### config.mk
export PLATFORM = sky130hd
export DESIGN_NAME = rect_renderer
export DESIGN_NICKNAME = d
export VERILOG_FILES = /design/src/rtl/rect_renderer.sv
export SDC_FILE = /design/constraint.sdc
export NUM_CORES = 1
export LEC_CHECK = 0
export CAP_MARGIN = 20
export CORE_ASPECT_RATIO = 1.5
export CORE_MARGIN = 2
export CORE_UTILIZATION = 38
export CTS_CLUSTER_DIAMETER = 120
export DETAILED_ROUTE_END_ITERATION = 10
export PLACE_DENSITY = 0.88
export SYNTH_ARGS = -nofsm -noshare
export SYNTH_HDL_FRONTEND = slang
export SYNTH_SLANG_ARGS = --single-unit
### constraint.sdc
create_clock -name clk -period 1.8 [get_ports clk]
set_input_delay 0.36 -clock clk [delete_from_list [all_inputs] [get_ports clk]]
set_output_delay 0.36 -clock clk [all_outputs]
set_load 0.005 [all_outputs]
### src/rtl/rect_renderer.sv
// rect_renderer: one-stage streaming pixel shader.
// A pixel that falls inside a fixed axis-aligned rectangle takes the fill colour.
// Every other pixel keeps its input colour.
// Coordinates pass through with one cycle of latency, so several instances can be chained.
// Optional macro RECT_OUTLINE_EN: fill only the 1-pixel border of the rectangle.
module rect_renderer #(
  parameter int         x_coord = 0,
  parameter int         y_coord = 0,
  parameter int         width   = 32,
  parameter int         height  = 32,
  parameter logic [7:0] fill_r  = 8'hFF,
  parameter logic [7:0] fill_g  = 8'hFF,
  parameter logic [7:0] fill_b  = 8'hFF
) (
  input  logic               clk,
  input  logic               rst,
  input  logic signed [10:0] x,
  input  logic signed [11:0] y,
  input  logic        [7:0]  r,
  input  logic        [7:0]  g,
  input  logic        [7:0]  b,
  output logic signed [10:0] x_out,
  output logic signed [11:0] y_out,
  output logic        [7:0]  r_out,
  output logic        [7:0]  g_out,
  output logic        [7:0]  b_out
);

  // Bounds are held in 14-bit signed, so extreme coordinates can never wrap into the box.
  localparam logic signed [13:0] X_LO   = 14'(x_coord);
  localparam logic signed [13:0] X_HI   = 14'(x_coord + width);
  localparam logic signed [13:0] Y_LO   = 14'(y_coord);
  localparam logic signed [13:0] Y_HI   = 14'(y_coord + height);
`ifdef RECT_OUTLINE_EN
  localparam logic signed [13:0] X_LAST = 14'(x_coord + width - 1);
  localparam logic signed [13:0] Y_LAST = 14'(y_coord + height - 1);
`endif

  logic signed [13:0] w_x;
  logic signed [13:0] w_y;
  logic               w_inside;
  logic               w_fill;
  logic        [7:0]  w_r;
  logic        [7:0]  w_g;
  logic        [7:0]  w_b;

  assign w_x = {{3{x[10]}}, x};
  assign w_y = {{2{y[11]}}, y};

  // Inside test and colour select on the sampled pixel
  always_comb begin
    w_inside = (w_x >= X_LO) && (w_x < X_HI) && (w_y >= Y_LO) && (w_y < Y_HI);
`ifdef RECT_OUTLINE_EN
    w_fill   = w_inside && ((w_x == X_LO) || (w_x == X_LAST) ||
                            (w_y == Y_LO) || (w_y == Y_LAST));
`else
    w_fill   = w_inside;
`endif
    w_r = r;
    w_g = g;
    w_b = b;
    if (w_fill) begin
      w_r = fill_r;
      w_g = fill_g;
      w_b = fill_b;
    end
  end

  // Output registers: these are the only state; reset clears them and drops the input
  always_ff @(posedge clk) begin
    if (rst) begin
      x_out <= '0;
      y_out <= '0;
      r_out <= '0;
      g_out <= '0;
      b_out <= '0;
    end else begin
      x_out <= x;
      y_out <= y;
      r_out <= w_r;
      g_out <= w_g;
      b_out <= w_b;
    end
  end

endmodule

# Yosys cells after proc, flatten, opt, wreduce, memory -nomap -nowiden
# Cells that the tools add are included.
dict set report op_classes {
  div 0
  n_reduce_logical 3
  n_lt_le_gt_ge 4
  n_eq_ne 0
  n_shift 0
  mux 3
  n_addsub 0
  bitwise_logic 0
  n_mul 0
}
# operator n
set ops {}
lappend ops {{8-bit 2-to-1 mux} 3}
lappend ops {{12-bit by 1-bit >= comparator with 1-bit output (second input constant)} 1}
lappend ops {{12-bit by 7-bit < comparator with 1-bit output (second input constant)} 1}
lappend ops {{11-bit by 1-bit >= comparator with 1-bit output (second input constant)} 1}
lappend ops {{11-bit by 7-bit < comparator with 1-bit output (second input constant)} 1}
lappend ops {{1-bit logical AND} 3}
dict set report totals {
  reg_bits 47
  input_bits 49
  latchBits 0
  n_memories 0
  romBits 0
  ramBits 0
  word_cells 15
}

# Depth between registers and ports, before layout
# Gate-level depths: netlist of run 1.
dict set report depth {
  depth_word 5
  ltp_mapped 4
  depth_no_buf 3
}

# Worst setup path before layout of run 1
# No wires, ideal clock.
dict set report synth_timing {
  path_kind {input-to-reg}
  from {input y[10]}
  to {register b_out[0]}
  slack_ns 0.677
  path_buffers 1
  setup_ns 0.067
  path_stages 4
  t_required_ns 1.733
  arrival_time_ns 1.055
  path_cell_list {nor4_2 > nand4_2 > buf_6 > o21ai_2}
}
dict set report synth_between {
  elab_chain_len 4
}
# item line
set synth_lines {}
lappend synth_lines {{from (decl)} 18} ;# input logic signed [11:0] y,
lappend synth_lines {{12-bit by 1-bit >= comparator with 1-bit output} 52} ;# w_inside = (w_x >= X_LO) && (w_x < X_HI) && (w_y >= Y_LO) && (w_y < Y_HI);
lappend synth_lines {{1-bit logical AND} 52}
lappend synth_lines {{1-bit logical AND (*)} 52}
lappend synth_lines {{8-bit 2-to-1 mux (*)} 62} ;# if (w_fill) begin
lappend synth_lines {{to (signal assigned)} 82} ;# b_out <= w_b;
lappend synth_lines {{to (decl)} 26} ;# output logic [7:0] b_out
# Mark *: on every way between the ends. The rest lies on a longest branch, timed or not.
# A chain may end at the register's enable or synchronous reset.

# Worst setup path after layout of run 1
dict set report layout_timing {
  from {register y_out[8]}
  to {output y_out[8]}
}
# item line
set layout_rtl {}
lappend layout_rtl {{from (decl)} 23} ;# output logic signed [11:0] y_out,
lappend layout_rtl {{from (signal assigned)} 79} ;# y_out <= y;
# No word-level cell between the ends.

==> flow_metrics.tcl, run 1 <==
set metrics [dict create \
    irDropWorstVdd_mv 0.671 \
    syn_inst 130 \
    die_h_um 80.4 \
    ys_seq_elements 47 \
    cpMaxStageDelayCell "clkdlybuf4s50_1" \
    numPortBuffers 95 \
    worst_ep_required_time_ns 1.44 \
    dpl_cell_area_um2 2460 \
    fin_crit_sh 0.818 \
    hold_path_class "input pin to flop" \
    yosysWarnings 0 \
    clock-sinks 47 \
    start_util 0.398 \
    crit_type "flop to output port" \
    final_common_cell "clkdlybuf4s50_1" \
    dp_cells 263 \
    core_area_um2 3720 \
    drive_gt1_frac 0.149 \
    p_sw_frac 0.197 \
    crit_chain "clkdlybuf4s50_1" \
    ios 96 \
    p_int_mw 1.66 \
    setup_viol 0 \
    n_fill_cell 296 \
    ant_nets 0 \
    leakagePower_nw 1.09 \
    nets 276 \
    hold_buffers 0 \
    p_per_area_nw_per_um2 807 \
    cp-end-kind "output port" \
    antenna_found_initial 0 \
    final_util 0.689 \
    diodes 0 \
    layout_min_cycle_time_ns 1.47 \
    grt_pass1_vias 1041 \
    clock_path_buffers 2 \
    tightest_slew_ns 0.543 \
    p_clk_frac 0.317 \
    drt_first_iter_violations 12 \
    hold_viol_final 0 \
    htreeDepth 2 \
    layout_common_cells "clkdlybuf4s50_1, dfxtp_1, inv_1, nor2b_1, o21ai_2" \
    dieArea_um2 4420 \
    combPwrFrac 0.146 \
    grt_max_degree 48 \
    synth_largest_area_cell "dfxtp_1" \
    gr-total-overflow 0 \
    drc_errors 0 \
    worstPathArrival_ns 1.11 \
    ys_seq_area_frac 0.636 \
    finalPower_mw 2.06 \
    yosys.area.top_type_share 0.636 \
    pre_cts_slack_ns 0.0645 \
    clockRootBuffer "clkbuf_8" \
    max_freq_mhz 679 \
    vias 1145 \
    syn_area_um2 1480 \
    status "complete, no violations" \
    viasPerCell 4.23 \
    rsz0062_at_grt "no" \
    final_area_um2 2560 \
    use_met1 0.150 \
    syn_avg_cell_area_um2 11.4 \
    cts_made_buffers 5 \
    dpl.hpwl_mm 2.37 \
    grt_util_all_layers 0.150 \
    postCtsSetupBuffers 0 \
    crit_buf_inv 1 \
    wl_per_cell_um 11.3 \
    max_cap_violations 0 \
    stdcell_count 271 \
    grt_pass1_wl_mm 4.65 \
    grt_use_met2 0.260 \
    cp-start-kind "flop" \
    fin_tns_setup_ns 0 \
    routed_wl_mm 3.06 \
    syn_nets 179 \
    max_slew_margin 0.638 \
    slew_violations 0 \
    cts_tree "yes" \
    synth_cell_type_count 12 \
    setup_slack_ns 0.327 \
    holdWs_ns 0.613 \
    syn_to_final_growth_pct 73.1 \
    cp_slowest_stage_delay_ns 0.51 \
    critPathTopFamily "buffers and inverters" \
    cts_resized 0 \
    die_w_um 54.9 \
    drt_pass1_iterations 2 \
    num_rows 27 \
    synth_area_leaders "dfxtp_1, o21ai_2, nor2b_1, inv_1, nor4_2" \
    clk_pin_slew_worst_paths_ns 0.08 \
    crit_fanout 1 \
    gp_congestion 0.642 \
    met3_usage 0.0539 \
    switching_power_uw 408 \
    p_seq_frac 0.537 \
    top_usage_layer "met2" \
]
[synthesized netlist by cell type]
master,n
dfxtp_1,47
inv_1,24
nor2b_1,23
o21ai_2,20
buf_2,4
o21ai_0,4
buf_6,2
nor4_2,2
clkbuf_1,1
nand4_2,1
nor2_1,1
nor4_4,1
[flip-flops by register name, indices dropped and copies added, names as in the netlist]
signal	flops
b_out	8
r_out	8
g_out	8
x_out	11
y_out	12
[path summary, 6_finish.rpt]
kind | startpoint | to | slack (ns) | cells past startpoint
setup / recovery | y_out[8]$_SDFF_PP0_ | y_out[8] | 0.33 | 1
hold / removal | rst | r_out[7]$_SDFF_PP0_ | 0.61 | 5
[per-layer routing]
metal | part of all wire | wire length (µm)
met1 | 0.35 | 1060
met2 | 0.52 | 1600
met3 | 0.11 | 322
met4 | 0.025 | 76
met5 | 0 | 0
[cell type report]
cell class,count,area (µm²),share of cell area
well taps,43,53.8,0.0210
multi-input cells,52,402,0.157
clock buffers,8,100,0.0391
inverters,24,90.1,0.0352
repair buffers,97,973,0.380
flip-flops and latches,47,941,0.368
[logic make-up (layout without fill, tap and decap cells)]
family,count (synthesis),in the layout,share of synthesized area
DFF,47,47,0.636
AOI/OAI and AO/OA,24,24,0.132
buffers and inverters,31,129,0.0922
and+or+nand+nor,28,28,0.140
[power by group through the flow]
stage                     registers (mW)  clock network, mW  logic (mW)
after floorplan                     1.14                  0      0.0704
after detailed placement            1.13                  0       0.305
final                               1.11              0.655       0.301
after CTS                           1.11              0.684       0.306
after global placement              1.13                  0       0.302
after global routing                1.11              0.724       0.329
Power figures use the tool's default switching activity.
==> inputs of run 2 (changes only) <==
--- a/config.mk
+++ b/config.mk
@@ -8,10 +8,10 @@
 export CAP_MARGIN = 20
 export CORE_ASPECT_RATIO = 1.5
 export CORE_MARGIN = 2
-export CORE_UTILIZATION = 38
+export CORE_UTILIZATION = 32
 export CTS_CLUSTER_DIAMETER = 120
 export DETAILED_ROUTE_END_ITERATION = 10
-export PLACE_DENSITY = 0.88
+export PLACE_DENSITY = 0.79
 export SYNTH_ARGS = -nofsm -noshare
 export SYNTH_HDL_FRONTEND = slang
 export SYNTH_SLANG_ARGS = --single-unit
==> constraint.sdc (replaced) <==
create_clock -name clk -period 1.3 [get_ports clk]
set_input_delay 0.26 -clock clk [delete_from_list [all_inputs] [get_ports clk]]
set_output_delay 0.26 -clock clk [all_outputs]
set_load 0.005 [all_outputs]
==> run 2 against run 1 <==
Via count is 0.44% higher. Routed wire length is 12% higher. Critical endpoint is now b_out[1]$_SDFF_PP0_. Worst setup slack got worse by 0.23 ns.
==> flow_metrics.tcl, run 2 (same netlist as run 1, synthesis figures left out) <==
set metrics [dict create \
    grt_max_degree 48 \
    ios 96 \
    cts_made_buffers 5 \
    reg_top3 "y_out: 12 flops, x_out: 11 flops" \
    layout_min_cycle_time_ns 1.20 \
    pre_cts_slack_ns -0.319 \
    core_area_um2 4500 \
    max_slew_margin 0.807 \
    htreeDepth 2 \
    rsz0062_at_grt "no" \
    vias 1150 \
    worstPathArrival_ns 1.43 \
    final_util 0.582 \
    worst_ep_required_time_ns 1.53 \
    diodes 0 \
    hold_viol_final 0 \
    p_per_area_nw_per_um2 1110 \
    cp-end-kind "flop" \
    drc_errors 0 \
    final_area_um2 2620 \
    slew_violations 0 \
    seq_area_um2 941 \
    setup_slack_ns 0.0983 \
    clk_pin_slew_worst_paths_ns 0.08 \
    stdcell_count 277 \
    grt_pass1_wl_mm 4.89 \
    ant_nets 0 \
    setup_viol 0 \
    cp-start-kind "input pin" \
    layout_common_cells "dfxtp_1, dlygate4sd2_1, clkdlybuf4s50_1, inv_1, nor2b_1" \
    num_rows 30 \
    n_fill_cell 430 \
    hold_buffers 0 \
    largest_register_ffs 12 \
    grt_util_all_layers 0.128 \
    holdWs_ns 0.287 \
    postCtsSetupBuffers 0 \
    antenna_found_initial 0 \
    hold_path_class "input pin to flop" \
    syn_to_final_growth_pct 77.2 \
    max_cap_violations 0 \
    dp_cells 268 \
    wl_per_cell_um 12.4 \
    drt_pass1_iterations 2 \
    tightest_slew_ns 0.288 \
    drive_gt1_frac 0.153 \
    clock-sinks 47 \
    die_h_um 87.3 \
    numPortBuffers 95 \
    leakagePower_nw 1.36 \
    regMostFlops "y_out" \
    fin_crit_sh 0.924 \
    nets 278 \
    cts_tree "yes" \
    crit_fanout 11 \
    routed_wl_mm 3.43 \
    max_freq_mhz 832 \
    die_w_um 59.5 \
    drt_first_iter_violations 12 \
    crit_type "input pin to flop" \
    dpl_cell_area_um2 2480 \
    multiInputGateArea_um2 428 \
    gr-total-overflow 0 \
    gp_congestion 0.687 \
    irDropWorstVdd_mv 0.693 \
    clock_path_buffers 2 \
    dpl.hpwl_mm 2.43 \
    grt_pass1_vias 1048 \
    start_util 0.328 \
    viasPerCell 4.15 \
    status "complete, no violations" \
    dieArea_um2 5190 \
    clockRootBuffer "clkbuf_8" \
]
==> run 2: cell types whose count changed in the layout (fill, tap and decap cells not counted) <==
cell / previous run / this run
nor4_2: 2 / 0
bufinv_16: 0 / 1
nand4_4: 0 / 1
nand4_2: 1 / 0
clkbuf_16: 0 / 2
dlygate4sd2_1: 0 / 47
buf_4: 1 / 0
dlymetal6s2s_1: 0 / 9
nor4_4: 1 / 3
clkdlybuf4s50_1: 94 / 38
clkbuf_8: 7 / 5
buf_12: 1 / 2
==> run 2: final cells by class <==
type,instances,share of cell area
Tap cell,48,0.0229
Sequential cell,47,0.359
Multi-Input combinational cell,52,0.163
Clock inverter,1,0.0115
Timing Repair Buffer,99,0.381
Clock buffer,6,0.0277
Inverter,24,0.0344
==> run 2: where the power goes <==
| part | internal, mW | switching, mW | total (mW) |
|---|---|---|---|
| sequential | 1.52 | 0.0144 | 1.53 |
| combinational | 0.243 | 0.135 | 0.377 |
| clock | 0.564 | 0.446 | 1.01 |
==> run 2: path summary, 6_finish.rpt <==
| check | from | endpoint | slack (ns) | cells after the start |
|---|---|---|---|---|
| setup / recovery | x[8] | b_out[1]$_SDFF_PP0_ | 0.1 | 5 |
| hold / removal | y[9] | y_out[9]$_SDFF_PP0_ | 0.29 | 2 |
==> run 2: repair_timing <==
item | in CTS | in global routing
hold endpoints to repair | 0 | 0
cloned | 0 | 2
endpoints found under the setup margin | 50 | 23
pin swaps | 2 | 4
gates resized for setup | 48 | 11
==> run 2: through the flow <==
step                      power (mW)  setup TNS (ns)
final                           2.92               0
after global routing            3.06               0
after CTS                       2.95               0
after detailed placement        2.00           -6.84
after global placement          1.99           -6.69
after floorplan                 1.68               0
==> run 2: worst max-delay path, stage by stage <==
cell and delay [ns]:
clkdlybuf4s50_1 0.46, nor4_4 0.22, nand4_4 0.20, clkbuf_16 0.23
o21ai_2 0.05
==> run 2: layer usage <==
metal	global-route usage	vias up	share of wire
li1	-	589	-
met1	0.126	499	0.36
met2	0.225	56	0.54
met3	0.0416	6	0.069
met4	0.0768	0	0.028
met5	0	-	0
==> patch 1: new RTL, flow settings as in run 1 <==
Add a define of `RECT_OUTLINE_EN`.
--- a/src/rtl/rect_renderer.sv
+++ b/src/rtl/rect_renderer.sv
@@ -4,4 +4,6 @@
 // Coordinates pass through with one cycle of latency, so several instances can be chained.
 // Optional macro RECT_OUTLINE_EN: fill only the 1-pixel border of the rectangle.
+`define RECT_OUTLINE_EN
+
 module rect_renderer #(
   parameter int         x_coord = 0,
Behaviour: not the same (Yosys sat finds a counterexample within 4 cycles, from zero or initial values and one cycle with rst high).
==> patch 1 against run 1 <==
Cell count rose by 5.5%. Wire length is 20% higher. Setup slack got worse by 0.26 ns. Design area is 7.0% higher. Power is 2.1% lower. Sequential share of layout area decreased by 2.4 points. Sequential cell count unchanged. Synthesized area rose by 1.7%.
==> patch 1: results (changes against run 1) <==
stage	metric	value	unit	change
run_status	status	complete, no violations		unchanged
power	powerClk	0.594	mW	was 0.655 mW
logic_synthesis	syn_nets	185		was 179
worst_setup_path	cp_max_fo	6		was 1
power	p_leak	1.173	nW	was 1.091 nW
layout	n_fill_cell	304		was 296
power	vdd.ir_drop.worst	0.0006208	V	was 0.0006710 V
sta	holdWs	0.4135	ns	was 0.6129 ns
worst_setup_path	critPathArrivalTime	1.95	ns	was 1.11 ns
placement	placed_cells	275		was 263
hold_path	worstHoldStart	x[0]		was rst
global_route	grt_pass1_wl	5.968	mm	was 4.650 mm
logic_synthesis	synth_seq_area_share	0.6256		was 0.6362
placement	hpwl	2.618	mm	was 2.366 mm
worst_setup_path	cpPeakStageDelay	0.47	ns	was 0.51 ns
layout	fin_area	2739	um2	was 2560 um2
logic_synthesis	yosys-top-cells-count	dfxtp_1 (47), inv_1 (24), nor2b_1 (23)		unchanged
sta	fmaxAchievable	0.5766	GHz	was 0.6789 GHz
logic_synthesis	ys_types	13		was 12
worst_setup_path	setup.worst_path.start	x[2]		was y_out[8]
placement	place_congestion	0.7041		was 0.6421
global_route	gr-usage-met3	0.06051		was 0.05390
routing	drt-initial-drc-count	17		was 12
worst_setup_path	critPathSlowestCell	or4_1		was clkdlybuf4s50_1
placement	post_dp_cell_area	2522	um2	was 2460 um2
logic_synthesis	synth_cells	136		was 130
routing	wl_met3	261	um	was 322 um
hold_path	hold-path-cell-count	2		was 5
global_route	grtUsageMet1	0.1825		was 0.1497
routing	drt-met1-wl	1.229	mm	was 1.059 mm
logic_synthesis	synth_area_leaders	dfxtp_1 (63%), o21ai_2 (12%), nor2b_1 (9.6%)		was dfxtp_1 (64%), o21ai_2 (12%), nor2b_1 (9.7%)
global_route	grt_use_met2	0.3250		was 0.2595
routing	via_count	1262		was 1145
power	cellPowerDensity	737.9	nW/um2	was 806.5 nW/um2
layout	layout.nets	289		was 276
power	p_int	1.582	mW	was 1.657 mW
routing	wl	3.685	mm	was 3.062 mm
sta	slew_headroom	0.6028		was 0.6379
==> patch 1: repair_timing <==
item,in CTS,in global routing
gates resized for setup,21,12
cloned,3,0
pin swaps,4,3
setup endpoints to repair,24,24
==> patch 1: logic make-up (layout without fill, tap and decap cells) <==
group	count (synthesis)	in the layout	synth area share
muxes	2	2	0.01331
and+or+nand+nor	31	31	0.1339
buffers and inverters	31	136	0.08736
AOI/OAI and AO/OA	25	25	0.1398
DFF	47	47	0.6256
==> patch 1: area by class of cell <==
class	instances	share of cell area
timing repair buffer	104	0.3915
sequential	47	0.3435
multi-input combinational	58	0.1818
inverter	24	0.03289
clock buffer	7	0.02787
tap	45	0.02056
clock inverter	1	0.001827
==> patch 1: how the worst max path moves through the flow <==
stage	depth (start not counted)	endpoint
after global placement	6	b_out[2]
after detailed placement	6	b_out[2]
after CTS	6	b_out[2]
final	7	g_out[1]
after global routing	6	g_out[1]
after floorplan	5	b_out[0]
==> patch 2: new RTL, flow settings as in run 1 <==
Without the edit above. Reset style: asynchronous (`rst`), changed in one clocked block.
--- a/src/rtl/rect_renderer.sv
+++ b/src/rtl/rect_renderer.sv
@@ -68,5 +68,5 @@
 
   // Output registers: these are the only state; reset clears them and drops the input
-  always_ff @(posedge clk) begin
+  always_ff @(posedge clk or posedge rst) begin
     if (rst) begin
       x_out <= '0;
Formal check against the unedited RTL: differs if rst is asserted again (counterexample within 4 cycles, from zero or initial values and one cycle with rst high); with rst held inactive, the same outputs for 10 cycles.
==> patch 2 against run 1 <==
Design area rose by 14%. Synthesized area rose by 19%. Power rose by 8.5%. Wire length rose by 26%. Sequential cell count did not move. Setup slack got worse by 0.26 ns. Via count rose by 10%. Critical endpoint is now b_out[7].
==> patch 2: results (changes against run 1) <==
stage	metric	value	unit	change
cts	clockBufferDepth	2		unchanged
cts	clkSlewWorstSetupHoldPaths	0.08	ns	about the same
layout	layout.nets	260		was 276
sta	worst_pin_slew	0.3054	ns	was 0.5431 ns
worst_setup_path	crit_path_end	b_out[7]		was y_out[8]
worst_setup_path	cpPeakStageDelay	0.58	ns	was 0.51 ns
placement	dp_slack	-0.2510	ns	was 0.06448 ns
routing	routedWlPerCell	14.86	um	was 11.30 um
worst_setup_path	critPathArrivalTime	1.91	ns	was 1.11 ns
run	cap_violations	0		unchanged
placement	hpwl	2.944	mm	was 2.366 mm
run_status	status	complete, no violations		unchanged
sta	holdWs	0.4194	ns	was 0.6129 ns
logic_synthesis	syn_nets	161		was 179
layout	n_fill_cell	339		was 296
logic_synthesis	synth_area_leaders	dfrtp_1 (67%), o41ai_2 (18%), inv_1 (5.3%)		was dfxtp_1 (64%), o21ai_2 (12%), nor2b_1 (9.7%)
logic_synthesis	yosys-top-cells-count	dfrtp_1 (47), inv_1 (25), o41ai_2 (20)		was dfxtp_1 (47), inv_1 (24), nor2b_1 (23)
layout	diodes	0		unchanged
global_route	grt_use_met2	0.2857		was 0.2595
cts	postCtsSetupBuffers	0		unchanged
logic_synthesis	synthArstFlopShare	1.000		was 0
worst_setup_path	crit_family	buffers and inverters		unchanged
worst_setup_path	critPathSlowestCell	or4_1		was clkdlybuf4s50_1
routing	dr.pass1.iters	4		was 2
cts	cts_resized	0		unchanged
power	p_leak	1.275	nW	was 1.091 nW
worst_setup_path	cp_max_fo	24		was 1
logic_synthesis	synth_seq_area_share	0.6671		was 0.6362
hold_path	hold_path.class	input port to async pin		was input port to register
worst_setup_path	cp-start-kind	input port		was register
global_route	antenna_found_initial	0		unchanged
layout	regMostFlops	y_out		unchanged
global_route	grt_pass1_wl	6.168	mm	was 4.650 mm
global_route	grt-ovfl-total	0		unchanged
cts	numCtsBuffers	5		unchanged
placement	post_dp_cell_area	2790	um2	was 2460 um2
layout	fin_area	2908	um2	was 2560 um2
layout	reg_top3	y_out: 12 flops, x_out: 11 flops		unchanged
global_route	gr-usage-met3	0.07727		was 0.05390
global_route	grt_max_degree	25		was 48
worst_setup_path	setup.worst_path.start	y[5]		was y_out[8]
cts	htreeDepth	2		unchanged
logic_synthesis	synth_cells	112		was 130
logic_synthesis	yosysWarningCount	0		unchanged
placement	place_congestion	0.6521		was 0.6421
layout	drive_gt1_frac	0.1840		was 0.1491
placement	port_buffers	95		unchanged
logic_synthesis	synth_top_area_cell	dfrtp_1		was dfxtp_1
routing	viasPerCell	4.854		was 4.225
global_route	grtUsageMet1	0.1651		was 0.1497
power	vdd.ir_drop.worst	0.0005476	V	was 0.0006710 V
logic_synthesis	ys_types	13		was 12
global_route	grtUsageTotal	0.1617		was 0.1495
placement	placed_cells	252		was 263
routing	drt-initial-drc-count	21		was 12
routing	via_count	1262		was 1145
sta	period_minus_slack	1.737	ns	was 1.473 ns
[patch 2: cell families after synthesis]
| group | synth area share |
|---|---|
| AND/OR/NAND/NOR | 0.01775 |
| flip-flops | 0.6671 |
| buffers and inverters | 0.1107 |
| AO/OA/AOI/OAI | 0.2044 |
[patch 2: per-layer routing]
layer	vias up	part of all wire
met5	-	0
met4	0	0.011
met3	5	0.11
met2	71	0.55
met1	611	0.33
li1	575	-
[patch 2: layout make-up]
class / instances / share of cell area
Clock buffer: 6 / 0.02840
Tap cell: 48 / 0.02065
Inverter: 25 / 0.03227
Multi-Input combinational cell: 28 / 0.1347
Timing Repair Buffer: 104 / 0.3675
Sequential cell: 47 / 0.4045
Clock inverter: 2 / 0.01205
[patch 2: where the power goes]
group | total [mW] | internal, mW | switching [mW]
sequential | 1.12 | 1.11 | 0.0154
clock | 0.773 | 0.449 | 0.324
combinational | 0.345 | 0.225 | 0.119
total | 2.24 | 1.78 | 0.459
